[src/rtl/fifo_tile_reader_pkg.sv]
// Shared definitions for the control-FIFO tile reader: FSM states,
// default geometry and the output queue depth.
package fifo_reader_pkg;

    typedef enum logic [1:0] {
        IDLE,
        RUN,
        DRAIN,
        DONE
    } rd_state_e;

    localparam int DEF_DW         = 256;
    localparam int DEF_LEN_W      = 16;
    localparam int DEF_TILE_WORDS = 32;

    // Words that may be queued or in flight from the FIFO at once.
    localparam int QUEUE_DEPTH    = 2;

endpackage

[src/rtl/fifo_tile_reader_if.sv]
// Bus bundle between the control FIFO, the tile reader and the PE-array
// input. master = reader side, slave = FIFO/consumer side.
interface fifo_tile_reader_if
    import fifo_reader_pkg::*;
#(
    parameter int DW = DEF_DW
);
    logic          fifo_empty;
    logic          fifo_rdreq;
    logic [DW-1:0] fifo_q;
    logic          out_valid;
    logic          out_ready;
    logic [DW-1:0] out_data;
    logic          out_last;

    modport master (
        input  fifo_empty, fifo_q, out_ready,
        output fifo_rdreq, out_valid, out_data, out_last
    );

    modport slave (
        output fifo_empty, fifo_q, out_ready,
        input  fifo_rdreq, out_valid, out_data, out_last
    );
endinterface

[src/rtl/fifo_tile_reader_queue.sv]
// Two-entry word queue with push/pop/count. The head entry is a register
// that drives the output directly, so data stays put while not popped.
module tile_out_queue #(
    parameter int W = 256
) (
    input  logic         clk,
    input  logic         rst,
    input  logic         push,
    input  logic [W-1:0] push_data,
    input  logic         pop,
    output logic [1:0]   count,
    output logic         head_valid,
    output logic [W-1:0] head_data
);
    logic [W-1:0] ent0, ent1;

    assign head_valid = (count != 2'd0);
    assign head_data  = ent0;

    // Shift-style storage: ent0 is always the oldest word.
    always_ff @(posedge clk or posedge rst) begin
        if (rst) begin
            ent0  <= '0;
            ent1  <= '0;
            count <= 2'd0;
        end else begin
            case ({push, pop})
                2'b10: begin
                    if (count == 2'd0) ent0 <= push_data;
                    else               ent1 <= push_data;
                    count <= count + 2'd1;
                end
                2'b01: begin
                    ent0  <= ent1;
                    count <= count - 2'd1;
                end
                2'b11: begin
                    // Count unchanged; the new word lands behind any survivor.
                    if (count == 2'd1) begin
                        ent0 <= push_data;
                    end else begin
                        ent0 <= ent1;
                        ent1 <= push_data;
                    end
                end
                default: ;
            endcase
        end
    end
endmodule

[src/rtl/fifo_tile_reader.sv]
// Tile reader: pops cfg_len words from the control FIFO, queues them in a
// 2-entry buffer and streams them out with out_last on tile boundaries.
// Optional stall counters are built when FIFO_TILE_READER_STATS_EN is defined.
module fifo_tile_reader
    import fifo_reader_pkg::*;
#(
    parameter int DW         = DEF_DW,
    parameter int LEN_W      = DEF_LEN_W,
    parameter int TILE_WORDS = DEF_TILE_WORDS
) (
    input  logic             clk,
    input  logic             rst,
    input  logic             start,
    input  logic [LEN_W-1:0] cfg_len,
    output logic             busy,
    output logic             done,
    fifo_tile_reader_if.master bus
`ifdef FIFO_TILE_READER_STATS_EN
    ,
    output logic [31:0]      stall_empty_cnt,
    output logic [31:0]      stall_bp_cnt
`endif
);
    localparam int TCW = (TILE_WORDS > 1) ? $clog2(TILE_WORDS) : 1;
    localparam logic [TCW-1:0] TILE_LAST = TCW'(TILE_WORDS - 1);

    rd_state_e        state, nxt;
    logic [LEN_W-1:0] rd_remain, wr_remain;
    logic [TCW-1:0]   tile_cnt;
    logic             inflight;
    logic [1:0]       q_count;
    logic             hs, accept;

    assign hs     = bus.out_valid & bus.out_ready;
    assign accept = (state == IDLE) & start;

    assign bus.out_last = bus.out_valid &
                          ((tile_cnt == TILE_LAST) || (wr_remain == LEN_W'(1)));

    // FSM state register.
    always_ff @(posedge clk or posedge rst) begin
        if (rst) state <= IDLE;
        else     state <= nxt;
    end

    // Next state, status outputs and the read-issue decision.
    always_comb begin
        nxt            = state;
        busy           = (state != IDLE);
        done           = (state == DONE);
        bus.fifo_rdreq = (state == RUN) && !bus.fifo_empty && (rd_remain != '0) &&
                         (({1'b0, q_count} + {2'b0, inflight}) < 3'(QUEUE_DEPTH));
        case (state)
            IDLE:    if (start) nxt = (cfg_len == '0) ? DONE : RUN;
            RUN:     if (rd_remain == '0) nxt = DRAIN;
            DRAIN:   if ((wr_remain == '0) || (hs && wr_remain == LEN_W'(1))) nxt = DONE;
            DONE:    nxt = IDLE;
            default: nxt = IDLE;
        endcase
    end

    // Read/write down-counters and the tile position; both stop at zero
    // because reads and handshakes are gated by the remaining counts.
    always_ff @(posedge clk or posedge rst) begin
        if (rst) begin
            rd_remain <= '0;
            wr_remain <= '0;
            tile_cnt  <= '0;
        end else if (accept) begin
            rd_remain <= cfg_len;
            wr_remain <= cfg_len;
            tile_cnt  <= '0;
        end else begin
            if (bus.fifo_rdreq) rd_remain <= rd_remain - LEN_W'(1);
            if (hs) begin
                wr_remain <= wr_remain - LEN_W'(1);
                tile_cnt  <= (tile_cnt == TILE_LAST) ? '0 : tile_cnt + TCW'(1);
            end
        end
    end

    // FIFO data is valid the cycle after the request; capture it then.
    always_ff @(posedge clk or posedge rst) begin
        if (rst) inflight <= 1'b0;
        else     inflight <= bus.fifo_rdreq;
    end

    tile_out_queue #(.W(DW)) u_queue (
        .clk        (clk),
        .rst        (rst),
        .push       (inflight),
        .push_data  (bus.fifo_q),
        .pop        (hs),
        .count      (q_count),
        .head_valid (bus.out_valid),
        .head_data  (bus.out_data)
    );

`ifdef FIFO_TILE_READER_STATS_EN
    // Saturating stall counters, cleared per command.
    always_ff @(posedge clk or posedge rst) begin
        if (rst) begin
            stall_empty_cnt <= '0;
            stall_bp_cnt    <= '0;
        end else if (accept) begin
            stall_empty_cnt <= '0;
            stall_bp_cnt    <= '0;
        end else begin
            if ((state == RUN) && bus.fifo_empty && !(&stall_empty_cnt))
                stall_empty_cnt <= stall_empty_cnt + 32'd1;
            if (bus.out_valid && !bus.out_ready && !(&stall_bp_cnt))
                stall_bp_cnt <= stall_bp_cnt + 32'd1;
        end
    end
`endif

endmodule
[src/flat_wrapper.sv]
// flat-port wrapper written by rule: the top's interface ports become plain ports
module fifo_tile_reader_flat import fifo_reader_pkg::*;
#(
    parameter int DW         = DEF_DW,
    parameter int LEN_W      = DEF_LEN_W,
    parameter int TILE_WORDS = DEF_TILE_WORDS
)
  (clk, rst, start, cfg_len, busy, done, bus_fifo_empty, bus_fifo_q, bus_out_ready, bus_fifo_rdreq, bus_out_valid, bus_out_data, bus_out_last);
  fifo_tile_reader_if #(.DW(DW)) bus_i ();
  input  logic clk;
  input  logic rst;
  input  logic start;
  input  logic [LEN_W-1:0] cfg_len;
  output logic busy;
  output logic done;
  input wire logic [$bits(bus_i.fifo_empty)-1:0] bus_fifo_empty;
  input wire logic [$bits(bus_i.fifo_q)-1:0] bus_fifo_q;
  input wire logic [$bits(bus_i.out_ready)-1:0] bus_out_ready;
  output wire logic [$bits(bus_i.fifo_rdreq)-1:0] bus_fifo_rdreq;
  output wire logic [$bits(bus_i.out_valid)-1:0] bus_out_valid;
  output wire logic [$bits(bus_i.out_data)-1:0] bus_out_data;
  output wire logic [$bits(bus_i.out_last)-1:0] bus_out_last;
  assign bus_i.fifo_empty = bus_fifo_empty;
  assign bus_i.fifo_q = bus_fifo_q;
  assign bus_i.out_ready = bus_out_ready;
  assign bus_fifo_rdreq = bus_i.fifo_rdreq;
  assign bus_out_valid = bus_i.out_valid;
  assign bus_out_data = bus_i.out_data;
  assign bus_out_last = bus_i.out_last;
  fifo_tile_reader #(.DW(DW), .LEN_W(LEN_W), .TILE_WORDS(TILE_WORDS)) u_core (.clk(clk), .rst(rst), .start(start), .cfg_len(cfg_len), .busy(busy), .done(done), .bus(bus_i));
endmodule
[config.mk]
export PLATFORM = sky130hd
export DESIGN_NAME = fifo_tile_reader_flat
export DESIGN_NICKNAME = d
export VERILOG_FILES = /design/src/rtl/fifo_tile_reader_pkg.sv /design/src/rtl/fifo_tile_reader_if.sv /design/src/rtl/fifo_tile_reader_queue.sv /design/src/rtl/fifo_tile_reader.sv /design/src/flat_wrapper.sv
export SDC_FILE = /design/constraint.sdc
export NUM_CORES = 1
export LEC_CHECK = 0
export ABC_AREA = 1
export CAP_MARGIN = 20
export CORE_ASPECT_RATIO = 1.25
export CORE_MARGIN = 2
export CORE_UTILIZATION = 50
export CTS_BUF_LIST = sky130_fd_sc_hd__clkbuf_16
export CTS_CLUSTER_DIAMETER = 60
export DETAILED_ROUTE_END_ITERATION = 6
export PLACE_DENSITY = 0.79
export SLEW_MARGIN = 15
export SYNTH_ARGS = -nofsm -noshare
export SYNTH_HDL_FRONTEND = slang
export SYNTH_SLANG_ARGS = --single-unit
[constraint.sdc]
create_clock -name clk -period 20.8 [get_ports clk]
set_clock_uncertainty 0.1 [all_clocks]
set_input_delay 3.12 -clock clk [delete_from_list [all_inputs] [get_ports clk]]
set_output_delay 3.12 -clock clk [all_outputs]
set_load 0.05 [all_outputs]
* Word-level counts from Yosys, hierarchy flattened
Index checks and enable logic that the tools add are counted.
Operators by class: muxes and demuxes 19, $add $sub $neg 6, equality and inequality tests 15, reduce and logical (&&, ||, !) cells 23, bitwise operators 3, $lt $le $gt $ge 1
Operator list (count):
- $mux 256 | 4
- $pmux 256 s3 | 1
- $pmux 256 s2 | 1
- $mux 16 | 4
- $logic_not 16->1 | 3
- $sub 16x1->16 const B | 2
- $eq 16x1->1 const B | 1
- $reduce_bool 16->1 | 1
- $mux 5 | 3
- $reduce_bool 2->1 | 6
- $ne 2x2->1 const B | 5
- $eq 2x2->1 const B | 4
- $mux 2 | 4
- $pmux 2 s4 | 1
- $eq 2x1->1 const B | 3
- $reduce_and 3->1 | 2
- $add 5x1->5 const B | 1
- $eq 5x5->1 const B | 1
- $logic_and 1x1->1 | 4
- $logic_not 2->1 | 2
- $pmux 2 s2 | 1
- $add 2x1->3 | 1
- $and 1x1->1 | 3
- $lt 3x2->1 const B | 1
- 7 further kinds | 8
Storage, ports and cells: word-level logic and storage cells 75, register bits after elaboration 554

* Logic depth before layout (Yosys ltp)
Gate-level depths: netlist of run 1.
word-level depth 6, mapped depth 12, depth with buffers taken out 10

* By module
A second synthesis of run 1 with hierarchy kept.
Unflattened totals: cell total of the unflattened synthesis 3441, area total of the unflattened synthesis 26043.7 µm²
Modules (own cells, without submodules):
- tile_out_queue | sequential area each 12862.3 µm², cells an instance 3047, times used 1, area each 23292.3 µm²
- fifo_tile_reader | sequential area each 1001.0 µm², cells an instance 394, times used 1, area each 2751.4 µm²

* Least setup slack after synthesis of run 1
No wires, ideal clock.
path type input-to-output, from input bus_fifo_empty, to output bus_fifo_rdreq, cell stages on the path 3, setup slack 13.477 ns, required time 17.580 ns, arrival time 4.103 ns, path through inv_1 > nand3_1 > nor2_1
Between the ends: word-level cells in the longest chain between the ends 4
RTL lines:
- start, declared | RTL line flat_wrapper.sv:16 | input wire logic [$bits(bus_i.fifo_empty)-1:0] bus_fifo_empty;
- $logic_not 1->1 | RTL line fifo_tile_reader.sv:51 | bus.fifo_rdreq = (state == RUN) && !bus.fifo_empty && (rd_remain != '0) &&
- $logic_and 1x1->1 (3 in a row) | RTL line fifo_tile_reader.sv:51
- end, declared | RTL line flat_wrapper.sv:19 | output wire logic [$bits(bus_i.fifo_rdreq)-1:0] bus_fifo_rdreq;
Every way passes these cells.

* Worst setup path after layout of run 1
Ends and elaborated chain as after synthesis.

==> results of run 1 <==
==> cell type report <==
class                   instances  area share (%)
clock inverters                40           0.646
inverters                     576            6.67
well taps                     658            2.53
diodes                         15           0.115
repair buffers                555            17.3
flip-flops and latches        554            42.6
clock buffers                  57            4.39
multi-input cells            1607            25.8
==> through the flow <==
step / power, uW / worst slack, ns / cell area (um2)
final: 5870 / 12.53 / 32500
after global routing: 6230 / 12.40 / 32500
after CTS: 5900 / 12.54 / 32400
after detailed placement: 4950 / 12.55 / 30800
after global placement: 4830 / 12.60 / 30800
after floorplan: 3960 / 2.09 / 25200
==> placed cells by master (no fill, tap or decap), types with 2 or more instances in the layout <==
cell type	netlist	final
inv_1	574	592
dfrtp_1	554	554
clkdlybuf4s50_1	0	537
o21ai_0	532	532
nand2_1	390	390
nor2_1	315	315
o22a_1	256	256
clkbuf_16	0	57
nand3_1	49	49
clkinv_1	1	16
diode_2	0	15
ha_1	15	15
buf_4	5	11
a21oi_1	7	7
xor2_1	7	7
o211ai_1	6	6
buf_12	0	5
nor3_1	4	4
or2_2	4	4
o21ai_1	4	4
clkinv_2	0	3
nand2_2	2	2
a21oi_4	1	2
xnor2_1	2	2
a22o_1	2	2
o221ai_1	2	2
bufinv_16	0	2
buf_16	0	2
==> layer usage <==
metal | vias to the layer above | GRT usage [%] | wire length (um)
met1 | 10400 | 32.3 | 27700
li1 | 10200 | - | -
met5 | - | 0 | 37
met3 | 211 | 5.03 | 4050
met4 | 6 | 15.1 | 4100
met2 | 746 | 46.3 | 36000
==> where the power goes <==
part	internal, uW	total (uW)	switching, uW
Clock	513	920	407
Combinational	1030	3020	1990
Sequential	1610	1930	320
==> sequential cells by signal (all words and copies together) (netlist names) <==
signal	flops
u_core.inflight	1
u_core.rd_remain	16
u_core.state	2
u_core.tile_cnt	5
u_core.u_queue.count	2
u_core.u_queue.ent1	256
u_core.u_queue.head_data	256
u_core.wr_remain	16
==> worst min path at each step <==
stage                              from                  endpoint  slack (ns)  depth (start not counted)
5_1_grt        u_core.u_queue.ent1[229]  u_core.u_queue.ent1[229]        0.41                          2
4_1_cts        u_core.u_queue.ent1[223]  u_core.u_queue.ent1[223]        0.39                          2
3_3_place_gp   u_core.u_queue.ent1[228]  u_core.u_queue.ent1[228]        0.37                          2
6_report       u_core.u_queue.ent1[223]  u_core.u_queue.ent1[223]        0.38                          2
2_1_floorplan   u_core.u_queue.count[1]   u_core.u_queue.count[1]        0.35                          2
3_5_place_dp   u_core.u_queue.ent1[234]  u_core.u_queue.ent1[234]        0.37                          2
==> worst reg2reg max path, stage by stage (launching register included) <==
cell     delay [ns]
dfrtp_1        0.46
inv_1          0.08
ha_1           0.24
inv_2          0.11
nand2_2        0.10
inv_1          0.20
ha_1           0.41
a21oi_4        0.11
a21oi_4        0.35
buf_4          0.63
buf_4          1.01
nor2_1         0.19
o22a_1         0.22
==> cell families (layout without fill, tap and decap cells) <==
family / Yosys count / after routing / synth area share, %
xor+xnor: 9 / 9 / 0.313
buf+inv: 750 / 1228 / 11.8
simple gates: 766 / 766 / 11.8
other cells: 0 / 15 / 0
flops: 554 / 554 / 55.0
fa+ha+maj: 15 / 15 / 0.745
compound gates: 817 / 817 / 20.3
==> out/qor.csv, run 1 <==
stage,metric,value,unit
synthesis,yosysMostFrequentCell,inv_1,
critical_path,cp.arrival,5.05,ns
timing,rsz0062_at_grt,false,
timing,period_needed,8.27,ns
timing,maxSlewHeadroom,12.9,%
synthesis,yosys_warnings,0,
timing,worst_pin_slew,1.31,ns
routing,vias,21600,
place,port_buffers,537,
clock_network,cts_resized,0,
critical_path,crit_buf_inv,3,
place,placed_cells,3948,
floorplanning,coreArea,50100,um2
critical_path,r2r_start,u_core.u_queue.count[0],
finish,multi_input_area,8370,um2
critical_path,r2r_setup_slack,16.49,ns
global_routing,grt-ovfl-total,0,
synthesis,ys_seq_elements,554,
clock_network,hold_buffers,0,
synthesis,ys_top_cells_by_count,"574 x inv_1, 554 x dfrtp_1, 532 x o21ai_0",
critical_path,cp_cell_sequence,clkdlybuf4s50_1 -> inv_1 -> nand3_1 -> nor2_1 -> clkdlybuf4s50_1,
synthesis,synth_area,25200,um2
floorplanning,start_util,50.3,%
power,ir_drop,0.121,mV
power,power.leakage,0.0155,uW
critical_path,worst_path_largest_cell_delay,0.92,ns
critical_path,crit_top_cell,clkdlybuf4s50_1,
synthesis,synth_nets,3203,
synthesis,synth_top_area_cell,dfrtp_1,
timing,max_freq,121,MHz
global_routing,grtUsageTotal,27.1,%
critical_path,startpoint,bus_fifo_empty,
routing,drt_iter0_drc,1755,
routing,remaining_drc_errors,0,
clock_network,insertion_delay,0.58,ns
run,maxCapViolations,0,
timing,finalSetupViolations,0,
status,status,finished clean,
routing,drt-pass1-iter-count,7,
synthesis,yosysUniqueCellTypes,34,
critical_path,setup.worst_path.end,bus_fifo_rdreq,
power,power_density,181,nW/um2
clock_network,clk_pin_slew_worst_paths,0.05,ns
critical_path,r2r_end,u_core.u_queue.head_data[140],
critical_path,worstPathMaxFanout,8,
floorplanning,rows,92,
routing,final_antenna_net_count,0,
floorplanning,die_w,205,um
global_routing,grt_pass1_wl,113,mm
critical_path,worst_setup_path_end_kind,primary output,
clock_network,htreeDepth,2,
finish,stdcell_count,4062,
critical_path,critPathKind,primary input to primary output,
clock_network,cts_tree,built,
synthesis,synth_edf_count,0,
timing,drv_slew,0,
timing,hold_viol,0,
worst_hold_path,hp-class,register to register,
clock_network,cts_buffer_depth,3,
routing,drt-total-wl,71.9,mm
synthesis,avgSynthCellArea,8.65,um2
finish,nets,3640,
place,gp_congestion,0.880,
floorplanning,die_h,255,um
critical_path,slowest_stage,clkdlybuf4s50_1,
synthesis,synth_top_area_share,55.0,%
floorplanning,fp.dieArea,52200,um2
clock_network,post_cts_buffers,0,
synthesis,syn_inst,2911,
global_routing,grt_pass1_vias,21900,
finish,finish.utilization,64.9,%
finish,fillers,4008,
global_routing,grt_max_degree,287,
synthesis,synth.top_cells.by_area,"dfrtp_1 55%, o21ai_0 11%, o22a_1 8.9%",
clock_network,cts.sinks,554,
critical_path,path_depth,5,
clock_network,cts_made_buffers,54,
routing,drt-vias-per-instance,5.31,
place,dp_hpwl,47.8,mm
critical_path,crit_family,buffers and inverters,
timing,period_share,39.8,%
clock_network,root_buffer,clkbuf_16,
finish,seq_area,13900,um2
floorplanning,pin_count,538,
routing,avgRoutedWirePerCell,17.7,um
finish,area_growth,29.1,%
finish,drive_gt1_share,2.80,%
timing,holdWs,0.378,ns
global_routing,grt_antenna_before_repair,15,
critical_path,reg2regPathDepth,12,
synthesis,ys.flop_type,dfrtp_1,
critical_path,startpoint_type,primary input,
synthesis,seq_area_frac_synth,55.0,%
critical_path,critical_path_required,17.58,ns
synthesis,synthArstFlopShare,100,%
timing,tns,0,ns
(Power assumes the default switching activity.)
==> inputs of run 2 (changes only) <==
--- a/config.mk
+++ b/config.mk
@@ -9,11 +9,11 @@
 export CAP_MARGIN = 20
 export CORE_ASPECT_RATIO = 1.25
 export CORE_MARGIN = 2
-export CORE_UTILIZATION = 50
+export CORE_UTILIZATION = 46
 export CTS_BUF_LIST = sky130_fd_sc_hd__clkbuf_16
 export CTS_CLUSTER_DIAMETER = 60
 export DETAILED_ROUTE_END_ITERATION = 6
-export PLACE_DENSITY = 0.79
+export PLACE_DENSITY = 0.76
 export SLEW_MARGIN = 15
 export SYNTH_ARGS = -nofsm -noshare
 export SYNTH_HDL_FRONTEND = slang
==> constraint.sdc (replaced) <==
create_clock -name clk -period 6.8 [get_ports clk]
set_clock_uncertainty 0.1 [all_clocks]
set_input_delay 1.02 -clock clk [delete_from_list [all_inputs] [get_ports clk]]
set_output_delay 1.02 -clock clk [all_outputs]
set_load 0.05 [all_outputs]
==> run 2 against run 1 <==
  * Sequential cell count stayed put
  * Combinational power grew to 3.0 times the previous value
  * Routed wire length is 5.1% lower
  * Cell area is 0.53% higher
  * Count of clock-buffer cells in the layout stayed put
  * Via count is 3.2% lower
  * Setup slack worse by 10 ns
  * Final cell count is 1.9% higher
  * Core utilization is 4.4 points lower
  * Sequential power grew to 3.0 times the previous value
  * Critical path type unchanged
==> out/qor.csv, run 2 (synthesis results as in run 1) <==
stage,metric,value,unit
critical_path,crit_buf_inv,3,
floorplanning,rows,95,
power,power.leakage,0.0155,uW
floorplanning,pin_count,538,
timing,drv_slew,0,
floorplanning,die_w,213,um
global_routing,grt_antenna_before_repair,7,
power,power_density,545,nW/um2
place,placed_cells,4026,
finish,nets,3650,
critical_path,setup.worst_path.end,bus_fifo_rdreq,
status,status,finished clean,
floorplanning,fp.dieArea,56700,um2
clock_network,hold_buffers,0,
routing,drt_iter0_drc,1808,
timing,rsz0062_at_grt,false,
critical_path,crit_family,buffers and inverters,
global_routing,grtUsageMet1,29.7,%
critical_path,cp.arrival,3.12,ns
timing,finalSetupViolations,0,
timing,max_freq,236,MHz
routing,drt-pass1-iter-count,6,
clock_network,cts_resized,0,
critical_path,path_depth,5,
place,gp_congestion,0.870,
global_routing,grt.busiest_layer,met2,
place,dp_hpwl,46.2,mm
finish,drive_gt1_share,3.44,%
timing,maxSlewHeadroom,23.9,%
finish,layout_common_cells,"582 x inv_1, 554 x dfrtp_1, 537 x clkdlybuf4s50_1",
critical_path,critical_path_required,5.68,ns
critical_path,worstPathMaxFanout,8,
timing,period_share,62.3,%
clock_network,root_buffer,clkbuf_16,
floorplanning,start_util,46.7,%
routing,avgRoutedWirePerCell,16.5,um
critical_path,r2r_end,u_core.u_queue.head_data[171],
critical_path,reg2regPathDepth,11,
worst_hold_path,hp-class,register to register,
run,maxCapViolations,0,
routing,vias,20900,
routing,drt-vias-per-instance,5.04,
clock_network,cts_made_buffers,57,
power,p_total,17800,uW
critical_path,worst_setup_path_end_kind,primary output,
critical_path,crit_top_cell,clkdlybuf4s50_1,
clock_network,post_cts_buffers,0,
critical_path,cp_cell_sequence,clkdlybuf4s50_1 -> inv_1 -> nand3_1 -> nor2_1 -> clkdlybuf4s50_1,
global_routing,met2_usage,39.5,%
routing,drt-total-wl,68.2,mm
critical_path,startpoint_type,primary input,
finish,fillers,4648,
timing,worst_pin_slew,1.14,ns
clock_network,htreeDepth,2,
timing,period_needed,4.24,ns
global_routing,grt-ovfl-total,0,
finish,stdcell_area,32700,um2
finish,layout_commonest_cell,inv_1,
finish,finish.utilization,60.6,%
clock_network,insertion_delay,0.59,ns
floorplanning,die_h,266,um
global_routing,grt_max_degree,261,
place,dpl_cell_area,31000,um2
critical_path,startpoint,bus_fifo_empty,
global_routing,grt_pass1_vias,20100,
global_routing,grtUsageTotal,23.7,%
critical_path,r2r_setup_slack,2.72,ns
critical_path,critPathKind,primary input to primary output,
place,port_buffers,537,
finish,stdcell_count,4138,
clock_network,cts.sinks,554,
clock_network,cts_tree,built,
timing,hold_viol,0,
routing,remaining_drc_errors,0,
finish,area_growth,29.7,%
clock_network,clk_pin_slew_worst_paths,0.06,ns
global_routing,grt_pass1_wl,108,mm
floorplanning,coreArea,54000,um2
routing,final_antenna_net_count,0,
critical_path,slowest_stage,clkdlybuf4s50_1,
global_routing,grtUsageMet3,5.01,%
clock_network,cts_buffer_depth,3,
critical_path,r2r_start,u_core.u_queue.count[0],
critical_path,worst_path_largest_cell_delay,0.93,ns
power,ir_drop,0.396,mV
==> run 2: layer usage <==
metal / vias to the layer above / part of all wire (%)
met3: 149 / 6.2
met5: - / 0.034
li1: 10200 / -
met1: 9958 / 40
met4: 4 / 4.4
met2: 581 / 49
==> run 2: tightest hold or removal path, cell delays in order, from the launching register on <==
cell and delay [ns]:
dfrtp_1 0.34, nand2_1 0.05, o21ai_0 0.05
==> run 2: final cells by class <==
cell class	count	area [um2]	area share, %
flip-flops and latches	554	13900	42.4
inverters	576	2170	6.63
well taps	727	910	2.78
clock inverters	49	246	0.754
clock buffers	57	1430	4.36
repair buffers	562	5690	17.4
diodes	6	15.0	0.0459
multi-input cells	1607	8370	25.6
==> run 2: worst min path at each step <==
stage / startpoint / end / depth (start not counted)
2_1_floorplan: u_core.u_queue.count[1] / u_core.u_queue.count[1] / 2
3_3_place_gp: u_core.u_queue.ent1[221] / u_core.u_queue.ent1[221] / 2
3_5_place_dp: u_core.u_queue.ent1[137] / u_core.u_queue.ent1[137] / 2
4_1_cts: u_core.u_queue.ent1[53] / u_core.u_queue.ent1[53] / 2
5_1_grt: u_core.u_queue.ent1[208] / u_core.u_queue.ent1[208] / 2
6_report: u_core.u_queue.ent1[53] / u_core.u_queue.ent1[53] / 2
==> run 2: report_power, final <==
group | switching [uW] | total, uW | internal, uW
Combinational | 5980 | 9150 | 3170
Sequential | 906 | 5820 | 4910
Clock | 1310 | 2860 | 1550
Total | 8190 | 17800 | 9630
==> run 2: stage by stage <==
step | TNS (ns) | setup WS, ns | hold WS [ns]
2_1_floorplan | -1030.33 | -1.86 | 0.353
3_3_place_gp | 0 | 2.18 | 0.365
3_5_place_dp | 0 | 2.03 | 0.373
4_1_cts | 0 | 2.52 | 0.388
5_1_grt | 0 | 2.29 | 0.404
6_report | 0 | 2.56 | 0.383
